===== src/rtl/serial_comparator.sv =====
// Bit-serial magnitude comparator: collects WIDTH MSB-first beats of a/b and
// reports reassembled words plus greater/equal flags. SERIAL_CMP_SIGNED_EN selects two's complement.
module serial_comparator #(
  parameter int unsigned WIDTH = 4
) (
  input  logic             clk,
  input  logic             rst,
  input  logic             in_valid,
  output logic             in_ready,
  input  logic             a_bit,
  input  logic             b_bit,
  output logic             out_valid,
  input  logic             out_ready,
  output logic [WIDTH-1:0] out_a,
  output logic [WIDTH-1:0] out_b,
  output logic             a_greater,
  output logic             b_greater,
  output logic             ab_equal
);

  localparam int unsigned CNT_W = $clog2(WIDTH);
  localparam logic [CNT_W-1:0] LAST_BEAT = CNT_W'(WIDTH - 1);

  localparam logic [1:0] IDLE   = 2'd0;
  localparam logic [1:0] RECV   = 2'd1;
  localparam logic [1:0] RESULT = 2'd2;

  logic [1:0]       state_q, state_d;
  logic [CNT_W-1:0] cnt_q, cnt_d;
  logic             decided_q, decided_d;
  logic             a_win_q, a_win_d;
  logic [WIDTH-1:0] sh_a_q, sh_a_d;
  logic [WIDTH-1:0] sh_b_q, sh_b_d;
  logic [WIDTH-1:0] out_a_q, out_a_d;
  logic [WIDTH-1:0] out_b_q, out_b_d;
  logic             a_gt_q, a_gt_d;
  logic             b_gt_q, b_gt_d;
  logic             eq_q, eq_d;
  logic             in_ready_q, in_ready_d;
  logic             out_valid_q, out_valid_d;

  logic accept;
  logic beat_win;

  assign accept = in_valid & in_ready_q;

  // Winner if this beat is the first differing one; the sign beat inverts it.
`ifdef SERIAL_CMP_SIGNED_EN
  assign beat_win = (cnt_q == '0) ? ~a_bit : a_bit;
`else
  assign beat_win = a_bit;
`endif

  always_comb begin
    state_d   = state_q;
    cnt_d     = cnt_q;
    decided_d = decided_q;
    a_win_d   = a_win_q;
    sh_a_d    = sh_a_q;
    sh_b_d    = sh_b_q;
    out_a_d   = out_a_q;
    out_b_d   = out_b_q;
    a_gt_d    = a_gt_q;
    b_gt_d    = b_gt_q;
    eq_d      = eq_q;

    case (state_q)
      IDLE, RECV: begin
        if (accept) begin
          sh_a_d = {sh_a_q[WIDTH-2:0], a_bit};
          sh_b_d = {sh_b_q[WIDTH-2:0], b_bit};
          if (!decided_q && (a_bit != b_bit)) begin
            decided_d = 1'b1;
            a_win_d   = beat_win;
          end
          if (cnt_q == LAST_BEAT) begin
            cnt_d   = '0;
            state_d = RESULT;
            out_a_d = sh_a_d;
            out_b_d = sh_b_d;
            a_gt_d  = decided_d & a_win_d;
            b_gt_d  = decided_d & ~a_win_d;
            eq_d    = ~decided_d;
          end else begin
            cnt_d   = cnt_q + CNT_W'(1);
            state_d = RECV;
          end
        end
      end
      RESULT: begin
        if (out_ready) begin
          state_d   = IDLE;
          decided_d = 1'b0;
        end
      end
      default: state_d = IDLE;
    endcase

    in_ready_d  = (state_d != RESULT);
    out_valid_d = (state_d == RESULT);
  end

  always_ff @(posedge clk) begin
    if (rst) begin
      state_q     <= IDLE;
      cnt_q       <= '0;
      decided_q   <= 1'b0;
      a_win_q     <= 1'b0;
      sh_a_q      <= '0;
      sh_b_q      <= '0;
      out_a_q     <= '0;
      out_b_q     <= '0;
      a_gt_q      <= 1'b0;
      b_gt_q      <= 1'b0;
      eq_q        <= 1'b0;
      in_ready_q  <= 1'b1;
      out_valid_q <= 1'b0;
    end else begin
      state_q     <= state_d;
      cnt_q       <= cnt_d;
      decided_q   <= decided_d;
      a_win_q     <= a_win_d;
      sh_a_q      <= sh_a_d;
      sh_b_q      <= sh_b_d;
      out_a_q     <= out_a_d;
      out_b_q     <= out_b_d;
      a_gt_q      <= a_gt_d;
      b_gt_q      <= b_gt_d;
      eq_q        <= eq_d;
      in_ready_q  <= in_ready_d;
      out_valid_q <= out_valid_d;
    end
  end

  assign in_ready  = in_ready_q;
  assign out_valid = out_valid_q;
  assign out_a     = out_a_q;
  assign out_b     = out_b_q;
  assign a_greater = a_gt_q;
  assign b_greater = b_gt_q;
  assign ab_equal  = eq_q;

endmodule


===== config.mk =====
export PLATFORM = sky130hd
export DESIGN_NAME = serial_comparator
export DESIGN_NICKNAME = d
export VERILOG_FILES = /design/src/rtl/serial_comparator.sv
export SDC_FILE = /design/constraint.sdc
export NUM_CORES = 1
export LEC_CHECK = 0
export ABC_AREA = 1
export CORE_MARGIN = 2
export CORE_UTILIZATION = 43
export CTS_BUF_LIST = sky130_fd_sc_hd__clkbuf_16
export DETAILED_ROUTE_END_ITERATION = 10
export PLACE_DENSITY = 0.77
export SYNTH_ARGS = -nofsm -noshare
export SYNTH_HDL_FRONTEND = slang
export SYNTH_SLANG_ARGS = --single-unit

===== constraint.sdc =====
create_clock -name clk -period 3.47 [get_ports clk]
set_clock_uncertainty 0.05 [all_clocks]
set_input_delay 0.5205 -clock clk [delete_from_list [all_inputs] [get_ports clk]]
set_output_delay 0.5205 -clock clk [all_outputs]
set_load 0.01 [all_outputs]

==> reports/metrics.csv <==
stage,metric,value,unit
setup_path,critical_path_required,3.56,ns
synthesis,ys_seq_elements,25,
power,peakVddDrop,0.2669,mV
clock_network,root_buffer,clkbuf_16,
setup_path,start_kind,input port,
synthesis,synth_top_area_share,49.94,%
synthesis,ys.flop_type,dfxtp_1,
timing,finalCritPeriodShare,53.24,%
global_route,grt_pass1_wl,3236,um
floorplanning,start_util,45.31,%
synthesis,async_flop_share,0,%
finish,final.fill_count,211,
setup_path,cp_max_fo,12,
finish,design_area,1265,um2
floorplanning,row_count,17,
timing,final.min_clock_period,1.847,ns
finish,drive_gt1_share,11.03,%
timing,max_freq,0.5413,GHz
timing,setup_tns,0,ns
floorplanning,io_pins,19,
clock_network,cts_resized,0,
placed_design,gp_congestion,0.8603,
clock_network,clockBufferDepth,2,
synthesis,syn_nets,126,
hold_path,worstHoldPathType,reg -> reg,
placed_design,dp_hpwl,1298,um
finish,fin_util,57.18,%
clock_network,numCtsBuffers,3,
clock_network,holdBufCountCts,0,
floorplanning,die_h,52.28,um
finish,finalNetCount,145,
setup_path,cp-end-kind,register,
synthesis,synth_area,1002,um2
synthesis,yosysMostFrequentCell,dfxtp_1,
global_route,grt_usage,16.13,%
power,power_density,485.6,nW/um2
floorplanning,dieArea,2733,um2
synthesis,synth.area.top_cells,"dfxtp_1, nor2_1, a21oi_1",
timing,slew_headroom,61.38,%
global_route,grt_max_degree,18,
synthesis,synth_cell_types,21,
placed_design,place_area,1186,um2
clock_network,tritoncts,built,
global_route,grt_overflow,0,
job,cap_viol_max_count,0,
route,drc_errors,0,
synthesis,avgSynthCellArea,8.493,um2
synthesis,synth_edf_count,0,
clock_network,cts_setup_buffers,0,
global_route,grt_pass1_vias,751,
setup_path,arrival,1.93,ns
clock_network,cts_max_level,1,
global_route,antenna_found_initial,0,
route,vias,806,
placed_design,io_buffer_count,18,
synthesis,synth_top_cell_by_area,dfxtp_1,
synthesis,synthCells,118,
setup_path,crit_type,in -> reg,
route,routed_wl,1944,um
timing,tightest_slew,0.5775,ns
clock_network,path_clk_slew,0.06,ns
power,p_leak,0.5161,nW
clock_network,clock-sinks,25,
finish,antenna_cells,0,
floorplanning,core_area,2212,um2
route,vias_per_cell,4.915,
floorplanning,dieWidth,52.28,um
synthesis,synth_seq_area_share,49.94,%
timing,final_max_slew_viol_count,0,
route,antenna_left,0,
power,fin_total_pwr,0.0006143,W
synthesis,ys_top_cells_by_count,"dfxtp_1, nor2_1, nand2_1",
finish,multi_input_area,421.7,um2
timing,rsz0062_at_grt,false,
timing,hold_viol,0,
route,drt_iter0_markers,12,
route,wl_per_cell,11.85,um
route,first_pass_iters,4,
timing,setup-violations-final,0,
finish,seqCellArea,500.5,um2
run_status,status,"complete, no violations",
finish,area_growth,26.22,%
synthesis,yosysWarnings,0,
clock_network,clk_latency,0.25,ns
## per-stage QoR
step	setup WS [ns]	hold slack (ns)	std cells
finish	1.623	0.4164	164
global route	1.520	0.4349	164
CTS	1.599	0.4187	164
detailed placement	1.406	0.4090	160
global placement	1.446	0.4056	160
floorplan	2.221	0.4055	118
## report_power, final
part           leakage [nW]  total (W)  internal (W)  switching (W)
sequential            0.204   0.000309      0.000301     0.00000869
clock                0.0423   0.000245      0.000154      0.0000912
combinational         0.269  0.0000601     0.0000251      0.0000351
## registers in the layout (all words and copies together), names as in the netlist
| name | cells |
|---|---|
| a_greater | 1 |
| a_win_q | 1 |
| ab_equal | 1 |
| b_greater | 1 |
| cnt_q | 2 |
| decided_q | 1 |
| in_ready | 1 |
| out_a | 4 |
| out_b | 4 |
| out_valid | 1 |
| sh_a_q | 3 |
| sh_b_q | 3 |
| state_q | 2 |
## path summary, 6_finish.rpt
check                  from         to  slack (ns)  cells after the start
setup / recovery        rst  sh_a_q[0]        1.62                      4
setup reg to reg   cnt_q[0]  b_greater        1.97                      7
hold reg to reg   a_greater  a_greater        0.42                      2
hold / removal    a_greater  a_greater        0.42                      2
## final cells by class
type / count / area share (%)
clock buffers: 3 / 5.935
inverters: 13 / 3.858
repair buffers: 18 / 14.24
well taps: 28 / 2.770
clock inverters: 1 / 0.2967
multi-input cells: 76 / 33.33
flip-flops and latches: 25 / 39.56
## cells in the final DEF (no fill, tap or decap), drive strengths merged
cell / n
a211oi: 3
inv: 14
mux2i: 1
nand2: 16
nand3: 5
nor2: 20
o21ai: 13
nand3b: 1
clkdlybuf4s50: 18
dfxtp: 25
a21oi: 14
clkbuf: 3
ha: 2
a22oi: 1
## kinds of logic (layout without fill, tap and decap cells)
logic type	count (synthesis)	count (layout)	synth area share, %
mux	1	1	0.9988
fa+ha+maj	2	2	2.496
simple gates	42	42	18.73
buf+inv	17	35	7.989
flops	25	25	49.94
compound gates	31	31	19.85
## layer usage
layer  vias up  wire (um)  global-route usage [%]
li1        420          -                       -
met1       371        941                   19.75
met2        13        917                   26.79
met3         2         76                   4.000
met4         0          9                   6.838
met5         -          0                       0
## worst max-delay path, cell delays in order
cell and delay [ns]:
clkdlybuf4s50_1 0.84, inv_1 0.31, o21ai_0 0.19, a21oi_1 0.07
Note: power is estimated with default switching activity, not from simulation.
